**config.mk**
```make
export PLATFORM = sky130hd
export DESIGN_NAME = matmul_sequencer
export DESIGN_NICKNAME = d
export VERILOG_FILES = /design/src/rtl/matmul_pkg.sv /design/src/rtl/matmul_seq_counter.sv /design/src/rtl/matmul_sequencer.sv
export SDC_FILE = /design/constraint.sdc
export NUM_CORES = 1
export LEC_CHECK = 0
export CAP_MARGIN = 20
export CORE_AREA = 10 10 74 76
export CTS_CLUSTER_SIZE = 25
export DETAILED_ROUTE_END_ITERATION = 12
export DIE_AREA = 0 0 84 86
export RECOVER_POWER = 25
export SKIP_CTS_REPAIR_TIMING = 1
export SLEW_MARGIN = 20
export SYNTH_ARGS = -nofsm -noshare
export SYNTH_HDL_FRONTEND = slang
export SYNTH_SLANG_ARGS = --single-unit
```
**constraint.sdc**
```tcl
create_clock -name clk -period 2.1 [get_ports clk]
set_input_delay 0.315 -clock clk [delete_from_list [all_inputs] [get_ports clk]]
set_output_delay 0.315 -clock clk [all_outputs]
set_load 0.005 [all_outputs]
```
**src/rtl/matmul_pkg.sv**
```systemverilog
// Shared types and constants for the matrix-multiply sequencer.
package matmul_pkg;

    localparam int DEF_DATA_WIDTH  = 8;
    localparam int DEF_BUS_WIDTH   = 32;
    localparam int DEF_SP_NTARGETS = 4;
    localparam int DEF_DIM_W       = 2;
    localparam int MAX_DIM         = DEF_BUS_WIDTH / DEF_DATA_WIDTH;
    localparam int DRAIN_CYCLES    = 2 * MAX_DIM;

    typedef enum logic [2:0] {
        S_IDLE,
        S_CLEAR,
        S_FEED,
        S_DRAIN,
        S_WRITEBACK,
        S_DONE
    } seq_state_t;

    // Scratchpad address width for ntargets blocks of max_dim rows each.
    function automatic int sp_addr_w(input int ntargets, input int max_dim);
        return (ntargets * max_dim > 1) ? $clog2(ntargets * max_dim) : 1;
    endfunction

endpackage

```
**src/rtl/matmul_seq_counter.sv**
```systemverilog
// Loadable up-counter that returns to zero after its terminal value.
module matmul_seq_counter #(
    parameter int W = 2
) (
    input  logic         clk,
    input  logic         rst,
    input  logic         load,
    input  logic [W-1:0] load_val,
    input  logic         en,
    input  logic [W-1:0] last,
    output logic [W-1:0] cnt,
    output logic         tc,
    output logic         ovf
);

    assign tc  = (cnt == last);
    assign ovf = (cnt > last);

    always_ff @(posedge clk or posedge rst) begin
        if (rst) begin
            cnt <= '0;
        end else if (load) begin
            cnt <= load_val;
        end else if (en) begin
            cnt <= tc ? '0 : cnt + 1'b1;
        end
    end

endmodule

```
**src/rtl/matmul_sequencer.sv**
```systemverilog
// Control FSM for one systolic matrix multiply: clear, feed, drain, write back, done.
module matmul_sequencer
    import matmul_pkg::*;
#(
    parameter int DATA_WIDTH  = DEF_DATA_WIDTH,
    parameter int BUS_WIDTH   = DEF_BUS_WIDTH,
    parameter int SP_NTARGETS = DEF_SP_NTARGETS,
    parameter int DIM_W       = DEF_DIM_W
) (
    input  logic                                                       clk,
    input  logic                                                       rst,
    input  logic                                                       start,
    input  logic [DIM_W-1:0]                                           cfg_n,
    input  logic [DIM_W-1:0]                                           cfg_k,
    input  logic [DIM_W-1:0]                                           cfg_m,
    input  logic [$clog2(SP_NTARGETS)-1:0]                             cfg_target,
    output logic                                                       busy,
    output logic                                                       done,
    output logic                                                       start_err,
    output logic                                                       op_rd_en,
    output logic [DIM_W-1:0]                                           op_rd_addr,
    output logic                                                       array_clear,
    output logic                                                       array_valid,
    output logic [BUS_WIDTH/DATA_WIDTH-1:0]                            col_mask,
    output logic                                                       sp_wr_en,
    output logic [sp_addr_w(SP_NTARGETS, BUS_WIDTH/DATA_WIDTH)-1:0]    sp_wr_addr,
    output logic [DIM_W-1:0]                                           res_row_sel
);

    localparam int M_DIM   = BUS_WIDTH / DATA_WIDTH;
    localparam int M_DRAIN = 2 * M_DIM;
    localparam int TW      = $clog2(SP_NTARGETS);
    localparam int AW      = sp_addr_w(SP_NTARGETS, M_DIM);
    localparam int DW      = $clog2(M_DRAIN);
    localparam logic [DW-1:0] DRAIN_LAST = DW'(M_DRAIN - 1);

    seq_state_t state, state_nxt;

    logic [DIM_W-1:0] n_q, k_q;
    logic [TW-1:0]    tgt_q;
    logic             accept;

    logic             k_en, d_en, r_en;
    logic [DIM_W-1:0] k_cnt, r_cnt;
    logic [DW-1:0]    d_cnt;
    logic             k_tc, d_tc, r_tc;
    logic             k_ovf, d_ovf, r_ovf;

    assign accept = (state == S_IDLE) && start;
    assign k_en   = (state == S_FEED);
    assign d_en   = (state == S_DRAIN);
    assign r_en   = (state == S_WRITEBACK);

    matmul_seq_counter #(.W(DIM_W)) u_k_cnt (
        .clk(clk), .rst(rst), .load(accept), .load_val('0), .en(k_en),
        .last(k_q), .cnt(k_cnt), .tc(k_tc), .ovf(k_ovf)
    );

    matmul_seq_counter #(.W(DW)) u_drain_cnt (
        .clk(clk), .rst(rst), .load(accept), .load_val('0), .en(d_en),
        .last(DRAIN_LAST), .cnt(d_cnt), .tc(d_tc), .ovf(d_ovf)
    );

    matmul_seq_counter #(.W(DIM_W)) u_row_cnt (
        .clk(clk), .rst(rst), .load(accept), .load_val('0), .en(r_en),
        .last(n_q), .cnt(r_cnt), .tc(r_tc), .ovf(r_ovf)
    );

    always_ff @(posedge clk or posedge rst) begin
        if (rst) begin
            state <= S_IDLE;
        end else begin
            state <= state_nxt;
        end
    end

    always_comb begin
        state_nxt = state;
        case (state)
            S_IDLE:      if (start) state_nxt = S_CLEAR;
            S_CLEAR:     state_nxt = S_FEED;
            S_FEED:      if (k_tc) state_nxt = S_DRAIN;
            S_DRAIN:     if (d_tc) state_nxt = S_WRITEBACK;
            S_WRITEBACK: if (r_tc) state_nxt = S_DONE;
            S_DONE:      state_nxt = S_IDLE;
            default:     state_nxt = S_IDLE;
        endcase
        // A counter beyond its terminal value means corrupted state; abandon the op.
        if (k_ovf || d_ovf || r_ovf) state_nxt = S_IDLE;
    end

    // Shadow config, column mask and registered pulses; all held stable while busy.
    always_ff @(posedge clk or posedge rst) begin
        if (rst) begin
            n_q         <= '0;
            k_q         <= '0;
            tgt_q       <= '0;
            col_mask    <= '0;
            start_err   <= 1'b0;
            array_valid <= 1'b0;
        end else begin
            start_err   <= start && (state != S_IDLE);
            array_valid <= op_rd_en;
            if (accept) begin
                n_q   <= cfg_n;
                k_q   <= cfg_k;
                tgt_q <= cfg_target;
                for (int j = 0; j < M_DIM; j++) begin
                    col_mask[j] <= (j <= int'(cfg_m));
                end
            end
        end
    end

    assign busy        = (state != S_IDLE);
    assign done        = (state == S_DONE);
    assign array_clear = (state == S_CLEAR);
    assign op_rd_en    = k_en;
    assign op_rd_addr  = k_en ? k_cnt : '0;
    assign sp_wr_en    = r_en;
    assign res_row_sel = r_en ? r_cnt : '0;
    assign sp_wr_addr  = r_en ? (AW'(tgt_q) * AW'(M_DIM) + AW'(r_cnt)) : '0;

endmodule

```
==> metrics.md, run 1 <==
| Metric | Value |
|---|---|
| Clk_skew | roughly 0.0048 ns |
| Row cnt | 23 |
| Sequential area share after synthesis | 48.35% |
| DRT antenna net count | 0 |
| Root Driver | clkbuf_8 |
| Chip height | 86 um |
| Sequential Area | 551.8 sq um |
| Inserted Diodes | 0 |
| Hold WC Path Type | reg -> reg |
| Yosys warning count | 0 |
| Residual DRC | 0 |
| Mapped cell area | 0.001139 sq mm |
| Htree depth | 1 |
| Routed vias/inst | roughly 4.7 |
| First-pass GRT wire length | 4491 um |
| Synth area leaders | dfrtp_1, ha_1, mux2_2, nor2b_1, inv_1 |
| Critical setup path kind | reg -> out |
| Share of total power in sequential cells | 37.5% |
| P_sw | roughly 0.55 mW |
| Total wire length | 2689 um |
| EDFF count, synth | 0 |
| Die area | 0.007224 sq mm |
| DR pass1 iterations | 4 |
| Unrepaired setup endpoints after global routing | no |
| Worst Tran Pin Value | roughly 1.2 ns |
| Clock power share | between 15 and 20% |
| Initial antenna violation count | 0 |
| Clock Sinks | 22 |
| Status | completed |
| WL met2 | 1354 um |
| Total power | approximately 1.7 mW |
| Worst setup SP type | flip-flop |
| GRT Total Usage | 7.502% |
| Area grow syn2layout | 44.40% |
| Largest net degree at the start of global routing | 23 |
| F_max | between 0.4 and 0.5 GHz |
| Vias in the first global route | about 930 |
| WP data arrival | 1.70 ns |
| CTS Buffer Depth | 2 |
| Final setup vio count | 0 |
| Routability cong. | 0.8159 |
| Layout Nets | 164 |
| Static leakage | 0.8607 nW |
| Hold Vio Cnt, Final | 0 |
| Peak supply drop | 0.0005935 V |
| Clock Latency Late Sink | ~0.26 ns |
| Detailed-route via count | 917 |
| Die W | 84 um |
| Cell taking the most area after synthesis | dfrtp_1 |
| WL met3 | 131 um |
| Fin crit share | 96.15% |
| 1st-iter DRT viols | 40 |
| Synth Register Bits | 22 |
| Wirelength per Cell | 13.72 um |
| Multi-input logic area | 530.5 sq um |
| Commonest cells in the netlist | dfrtp_1, inv_1, nor2_1 |
| Fraction of registers with async set/reset | 100.0% |
| Top-area cell type share of the netlist area | 48.35% |
| Pwr/cell area | between 1000 and 1500 mW/mm^2 |
| Syn nets | roughly 130 |
| CP Max Fanout | 5 |
| Min Hold Slack | 0.4757 ns |
| Mapped Cells | 108 |
| Internal power | 1.135 mW |
| Wl on met1 | ~1200 um |
| Net Sw Frac | 32.55% |
| IO buf count | 29 |
| Starting density of the core | 28.67% |
| Num CTS Buffers | 3 |
| Max cap viols | 0 |
| Count leader, synth | dfrtp_1 |
| Distinct cells, synth | 35 |
| CP Capture Type | output pin |
| Reg clk slew, reported paths | 0.08 ns |
| Mean post-synth cell area | 10.54 sq um |
| Core area | 0.003971 sq mm |
| Min Tclk post-route | slightly above 2 ns |
| Top Ports | 30 |
| Slew margin rel. | 20.92% |
| HPWL after DPL | 2070 um |
| Slew Limit Fails | 0 |
| WP data required | 1.78 ns |
| Congestion Overflow GR | 0 |
| Layout cells sized above 1 | about a fifth |
| Combinational share of power | ~44% |
| Top Metal Used | met4 |
| Most common flop cell mapped by yosys | dfrtp_1 |
| # fillers | approximately 390 |
| CTS tree | yes |
cells in the final DEF (no fill, tap or decap), types with 3 or more instances in the layout:
cell             synthesis  final
clkdlybuf4s50_1          0     19
nor2b_1                  6      6
and2_1                   5      5
buf_4                    2      9
dlymetal6s2s_1           0      9
o21ai_0                  4      4
nand2_1                  6      6
ha_1                     6      6
mux2_2                   5      5
inv_1                    9      9
clkbuf_8                 0      4
dfrtp_1                 22     21
nor2_1                   7      5
mux2i_1                  3      3
sequential cells by signal, summed over array words and instances (netlist names):
name and cells:
k_q 2, col_mask 4, state 3, array_valid 1, u_k_cnt.cnt 2, start_err 1, u_row_cnt.cnt 2, n_q 2
tgt_q 2, u_drain_cnt.cnt 3
path summary, 6_finish.rpt:
path	slack [ns]	cells past startpoint	startpoint	end
worst min register to register	0.48	1	col_mask[0]$_DFFE_PP0P_	col_mask[0]$_DFFE_PP0P_
worst max register to register	0.35	6	state[0]$_DFFE_PP0P_	state[0]$_DFFE_PP0P_
max in group asynchronous	0.46	3	rst	state[2]$_DFFE_PP0P_
min in group asynchronous	0.86	3	rst	start_err$_DFF_PP0_
worst max-delay path	0.08	3	state[2]$_DFFE_PP0P_	sp_wr_en
worst min-delay path	0.48	1	col_mask[0]$_DFFE_PP0P_	col_mask[0]$_DFFE_PP0P_
final cells by class:
type / instances / area share (%)
Sequential cell: 22 / 33.56
Multi-Input combinational cell: 70 / 32.27
Timing Repair Buffer: 40 / 24.58
Tap cell: 50 / 3.805
Clock buffer: 4 / 3.349
Inverter: 10 / 2.435
power by group through the flow:
stage	combinational (mW)	sequential [mW]	clock, mW
global route	0.843	0.654	0.336
finish	0.746	0.631	0.305
global placement	0.703	0.633	0
floorplan	0.443	0.624	0
detailed placement	0.730	0.641	0
CTS	0.735	0.632	0.314
metrics by stage:
| step | utilization (%) | TNS, ns | cell area [sq um] | setup WS (ns) | instances |
|---|---|---|---|---|---|
| final | 41.40 | 0 | 1644 | 0.08077 | 196 |
| after global routing | 41.40 | 0 | 1644 | 0.01972 | 196 |
| after CTS | 39.54 | -0.6528 | 1570 | -0.1314 | 191 |
| after detailed placement | 38.15 | 0 | 1515 | 0.1676 | 187 |
| after global placement | 38.15 | 0 | 1515 | 0.2111 | 187 |
| after floorplan | - | 0 | 1139 | 0.5778 | 108 |
kinds of logic (layout without fill, tap and decap cells):
family	Yosys count	count (layout)	synth area share (%)
AND/OR/NAND/NOR	39	39	20.44
flip-flops	22	22	48.35
AO/OA/AOI/OAI	17	17	10.77
adder cells (fa/ha/maj)	6	6	6.593
multiplexers	8	8	7.582
buffers and inverters	16	54	6.262
worst max-delay path, stage by stage (launching register included):
cell and delay (ns):
dfrtp_2 0.42, or3b_4 0.43, inv_4 0.08, clkdlybuf4s50_1 0.50
routing by layer:
| layer | global-route usage, % | up-vias |
|---|---|---|
| met3 | 3.122 | 2 |
| met1 | 8.149 | 451 |
| met4 | 2.283 | 0 |
| met2 | 13.03 | 17 |
| li1 | - | 447 |
| met5 | 0 | - |
No activity file was read; power rests on OpenSTA's default activity.
==> inputs of run 2 (changes only) <==
Settings changed: CORE_AREA 10 10 74 76 to 10 10 73 75, DIE_AREA 0 0 84 86 to 0 0 83 85.
==> run 2 against run 1 <==
- sequential power hardly changed
- cell area shrank 2.4%
- largest power group unchanged
- sequential share of layout area is 0.76 points higher
==> metrics.md, run 2 (synthesized netlist as in run 1, its figures left out) <==
| Metric | Value |
|---|---|
| Htree depth | 1 (unchanged) |
| DRT antenna net count | 0 (unchanged) |
| Inserted Diodes | 0 (unchanged) |
| Min Tclk post-route | 2.035 ns (+0.01618 ns) |
| Num CTS Buffers | 3 (unchanged) |
| Routability cong. | 0.8089 (-0.86%) |
| 1st-iter DRT viols | 38 (-5.0%) |
| Area grow syn2layout | 40.88% |
| Wirelength per Cell | 13.41 um (-2.3%) |
| CTS tree | yes |
| Pwr/cell area | 1025 mW/mm^2 (about the same) |
| Routed vias/inst | 4.629 (-1.1%) |
| WP data arrival | 1.72 ns (+0.02 ns) |
| Hold Vio Cnt, Final | 0 (unchanged) |
| Total wire length | 2601 um (-3.3%) |
| Static leakage | 0.7648 nW (-11%) |
| Clock power share | 15.8% (-2.3 points) |
| Core area | 0.003914 sq mm (-1.4%) |
| Combinational share of power | 45.8% (+1.5 points) |
| Starting density of the core | 29.09% (+0.42 points) |
| CTS Buffer Depth | 2 (unchanged) |
| Residual DRC | 0 (unchanged) |
| Internal power | 1.096 mW (-3.4%) |
| F_max | 0.4913 GHz (-0.80%) |
| Worst setup SP type | flip-flop |
| Commonest non-fill, non-tap cell in the layout | clkdlybuf4s50_1 |
| Status | completed |
| First-pass GRT wire length | 4367 um (-2.8%) |
| Net Sw Frac | 33.30% (+0.75 points) |
| Most frequent cells in the layout | clkdlybuf4s50_1, dfrtp_1, inv_1, buf_4 |
| IO buf count | 29 (unchanged) |
| Peak supply drop | 0.0006060 V (+2.1%) |
| Share of total power in sequential cells | 38.5% (+1.0 points) |
| Fin crit share | 96.92% (+0.77 points) |
| Hold WC Path Type | reg -> reg |
| Initial antenna violation count | 0 (unchanged) |
| Largest register FFs | 4 (unchanged) |
| Final Cell Area | 0.001604 sq mm (-2.4%) |
| Clk_skew | 0.003021 ns (-0.001816 ns) |
| Total power | 1.644 mW (-2.3%) |
| Root Driver | clkbuf_8 |
| WP data required | 1.78 ns (about the same) |
| Slew Limit Fails | 0 (unchanged) |
| Die W | 83 um (-1.2%) |
| CP Capture Type | output pin |
| CP Max Fanout | 4 (-1) |
| Detailed-route via count | 898 (-2.1%) |
| Layout Nets | 163 (-0.61%) |
| Area after DPL | 0.001534 sq mm (+1.2%) |
| Vias in the first global route | 951 (+2.1%) |
| DR pass1 iterations | 4 (unchanged) |
| Largest regs | col_mask x4, state x3, u_drain_cnt.cnt x3 |
| Reg clk slew, reported paths | 0.08 ns (about the same) |
| Clock Sinks | 22 (unchanged) |
| Die area | 0.007055 sq mm (-2.3%) |
| Congestion Overflow GR | 0 (unchanged) |
| GRT Total Usage | 7.219% (-0.28 points) |
| Most flop-heavy register | col_mask |
| HPWL after DPL | 2066 um (-0.19%) |
| Slew margin rel. | 19.71% (-1.2 points) |
| Clock Latency Late Sink | 0.26 ns (about the same) |
| Row cnt | 23 (unchanged) |
| Largest net degree at the start of global routing | 23 (unchanged) |
| Max cap viols | 0 (unchanged) |
| Critical setup path kind | reg -> out |
| Layout cells sized above 1 | 18.75% (-1.1 points) |
| # fillers | 404 (+4.4%) |
| Worst Tran Pin Value | 1.204 ns (+0.01819 ns) |
| P_sw | 0.5473 mW (-0.10%) |
| Chip height | 85 um (-1.2%) |
| Top Ports | 30 (unchanged) |
| Final setup vio count | 0 (unchanged) |
[run 2: stage by stage]
stage,hold WS [ns],setup WS (ns),setup TNS [ns],std cells,utilization [%]
after CTS,0.3945,-0.04417,-0.1410,193,40.25
after floorplan,0.3042,0.5778,0,108,-
after global routing,0.5268,-0.01274,-0.01829,194,40.98
after global placement,0.4547,0.2796,0,190,39.19
after detailed placement,0.4609,0.2486,0,190,39.19
final,0.4793,0.06459,0,194,40.98
[run 2: area by class of cell]
cell class / instances / area (sq um) / share of cell area [%]
Inverter: 10 / 37.54 / 2.340
Sequential cell: 22 / 550.5 / 34.32
Timing Repair Buffer: 39 / 372.9 / 23.24
Multi-Input combinational cell: 70 / 539.3 / 33.62
Tap cell: 50 / 62.56 / 3.900
Clock buffer: 3 / 41.29 / 2.574
[run 2: layer usage]
layer,vias to the layer above,part of all wire (%),GRT usage [%]
met1,432,43,8.055
met3,2,5.9,3.155
met4,0,0.50,1.393
met2,19,50,12.50
met5,-,0,0
li1,445,-,-
[run 2: worst max-delay path, cell delays in order (launching register included)]
cell	delay, ns
dfrtp_1	0.39
or3b_4	0.43
nor2_2	0.13
clkdlybuf4s50_1	0.52
[run 2: final timing paths]
path	cells after the start	slack, ns	start	to
max	3	0.06	state[0]$_DFFE_PP0P_	sp_wr_addr[1]
min	1	0.48	col_mask[0]$_DFFE_PP0P_	col_mask[0]$_DFFE_PP0P_
max reg2reg	5	0.47	state[0]$_DFFE_PP0P_	state[0]$_DFFE_PP0P_
min reg2reg	1	0.48	col_mask[0]$_DFFE_PP0P_	col_mask[0]$_DFFE_PP0P_
max in group asynchronous	3	0.51	rst	k_q[1]$_DFFE_PP0P_
min in group asynchronous	3	0.88	rst	n_q[1]$_DFFE_PP0P_
[run 2: power groups by stage]
stage	logic (mW)	registers (mW)	clock network, mW
2_1_floorplan	0.443	0.624	0
3_3_place_gp	0.718	0.632	0
3_5_place_dp	0.743	0.641	0
4_1_cts	0.746	0.632	0.266
5_1_grt	0.830	0.652	0.294
6_report	0.753	0.632	0.259
==> inputs of run 3 (changes only) <==
Settings changed: DONT_BUFFER_PORTS from default to 1, SETUP_SLACK_MARGIN from default to 0.15.
==> run 3 against run 2 <==
- clock power grew 17%
- critical path depth unchanged
- register-to-register slack better by 0.04 ns
- via count is 15% lower
- routed wire length decreased by 6.5%
- power fell by 8.4%
- critical path type unchanged
- maximum frequency up 10%
==> metrics.md, run 3 (synthesized netlist as in run 1, its figures left out) <==
| Metric | Value |
|---|---|
| Status | completed |
| F_max | 0.5410 GHz (+10%) |
| # fillers | 413 (+2.2%) |
| GR met2 Demand/Resource | 10.46% (-2.0 points) |
| 1st-iter DRT viols | 48 (+26%) |
| Area after DPL | 0.001199 sq mm (-22%) |
| Detailed-route via count | 763 (-15%) |
| Min Tclk post-route | 1.849 ns (-0.1869 ns) |
| CP Max Fanout | 8 (+4) |
| Congestion Overflow GR | 0 (unchanged) |
| Critical setup path kind | reg -> out |
| CTS tree | yes |
| Htree depth | 1 (unchanged) |
| Final Cell Area | 0.001262 sq mm (-21%) |
| DRT antenna net count | 0 (unchanged) |
| Residual DRC | 0 (unchanged) |
| Total wire length | 2431 um (-6.5%) |
| Chip height | 85 um (unchanged) |
| GR Layer Usage met1 | 8.772% (+0.72 points) |
| HPWL after DPL | 1877 um (-9.1%) |
| End of the critical path | sp_wr_addr[2] |
| R2R cell count | 3 (-2) |
| Final setup vio count | 0 (unchanged) |
| Flop-to-flop setup slack | 0.51 ns (+0.04 ns) |
| Worst setup SP type | flip-flop |
| Area grow syn2layout | 10.88% |
| CTS Buffer Depth | 2 (unchanged) |
| WP data required | 1.78 ns (about the same) |
| Inserted Diodes | 0 (unchanged) |
| Clock Latency Late Sink | 0.26 ns (about the same) |
| Root Driver | clkbuf_8 |
| R2R Path End | state[0]$_DFFE_PP0P_ |
| Fin crit share | 88.03% (-8.9 points) |
| Setup_tns | 0 ns (unchanged) |
| Initial antenna violation count | 0 (unchanged) |
| Layout cells sized above 1 | 19.27% (+0.52 points) |
| Hold Vio Cnt, Final | 0 (unchanged) |
| Unrepaired setup endpoints after global routing | no |
| Slew margin rel. | 42.69% (+23 points) |
| Die W | 83 um (unchanged) |
| Wirelength per Cell | 15.29 um (+14%) |
| Num CTS Buffers | 3 (unchanged) |
| Peak supply drop | 0.0007051 V (+16%) |
| Static leakage | 0.5452 nW (-29%) |
| Max cap viols | 0 (unchanged) |
| Largest net degree at the start of global routing | 23 (unchanged) |
| First-pass GRT wire length | 4043 um (-7.4%) |
| Largest register FFs | 4 (unchanged) |
| Worst Tran Pin Value | 0.8587 ns (-0.3456 ns) |
| Routability cong. | 0.7338 (-9.3%) |
| Hold WC Path Type | in -> async |
| Slew Limit Fails | 0 (unchanged) |
| Die area | 0.007055 sq mm (unchanged) |
| Most frequent cells in the layout | dfrtp_1, inv_1, nor2_1 |
| Largest regs | col_mask x4, state x3, u_drain_cnt.cnt x3 |
| Top Ports | 30 (unchanged) |
| Pwr/cell area | 1193 mW/mm^2 (+16%) |
| Crit Reg-Reg Startpoint | state[2]$_DFFE_PP0P_ |
| Crit path from | state[2]$_DFFE_PP0P_ |
| GRT Total Usage | 6.905% (-0.31 points) |
| Commonest non-fill, non-tap cell in the layout | dfrtp_1 |
| DR pass1 iterations | 4 (unchanged) |
| Starting density of the core | 29.09% (unchanged) |
| Most flop-heavy register | col_mask |
| IO buf count | 0 (-100%) |
| Routed vias/inst | 4.799 (+3.7%) |
| Layout Nets | 127 (-22%) |
| CP Capture Type | output pin |
| Clock Sinks | 22 (unchanged) |
| Row cnt | 23 (unchanged) |
| Reg clk slew, reported paths | 0.08 ns (about the same) |
| WP data arrival | 1.53 ns (-0.19 ns) |
| Busiest grt layer | met2 |
| Vias in the first global route | 810 (-15%) |
| Core area | 0.003914 sq mm (unchanged) |
| Clk_skew | 0.001870 ns (-0.001151 ns) |
| Met3 GRT Util | 2.581% (-0.57 points) |
==> run 3: cell types whose count changed in the layout (fill, tap and decap cells not counted), sizes merged <==
cell / delta
clkinvlp: +1
inv: -1
dlymetal6s2s: -4
dlygate4sd3: -1
clkdlybuf4s50: -23
buf: -7
==> run 3: through the flow <==
stage,hold slack (ns),setup slack [ns],utilization [%],std cells,power (mW)
after CTS,0.1410,0.1837,32.03,159,1.523
after global placement,0.4183,0.5337,30.63,155,1.180
final,0.1118,0.2515,32.26,159,1.506
after global routing,0.1773,0.1865,32.26,159,1.640
after detailed placement,0.4334,0.4867,30.63,155,1.213
after floorplan,0.3042,0.5778,-,108,1.067
==> run 3: final cells by class <==
type	count	area, sq um	area share [%]
clock buffers	4	55.05	4.361
inverters	10	41.29	3.271
flip-flops and latches	22	553.0	43.81
multi-input cells	70	528.0	41.82
well taps	50	62.56	4.955
repair buffers	3	22.52	1.784
==> run 3: power breakdown <==
part | switching, mW | leakage (nW) | internal [mW]
clock | 0.136 | 0.0288 | 0.167
sequential | 0.117 | 0.275 | 0.561
combinational | 0.274 | 0.242 | 0.252
==> run 3: worst min path at each step <==
stage / endpoint / slack, ns / depth (start not counted)
floorplan: array_valid$_DFF_PP0_ / 0.30 / 1
global placement: k_q[0]$_DFFE_PP0P_ / 0.42 / 1
detailed placement: k_q[0]$_DFFE_PP0P_ / 0.43 / 1
CTS: k_q[0]$_DFFE_PP0P_ / 0.14 / 1
global route: n_q[1]$_DFFE_PP0P_ / 0.18 / 2
finish: k_q[0]$_DFFE_PP0P_ / 0.11 / 1
==> run 3: routing by layer <==
metal | part of all wire [%] | vias up
li1 | - | 378
met1 | 47 | 363
met2 | 46 | 17
met3 | 5.6 | 5
met4 | 1.2 | 0
met5 | 0 | -
==> run 3: worst max-delay path: stages (launching register included) <==
cell	delay [ns]
dfrtp_1	0.50
or3b_4	0.45
clkinvlp_4	0.16
and2_1	0.17
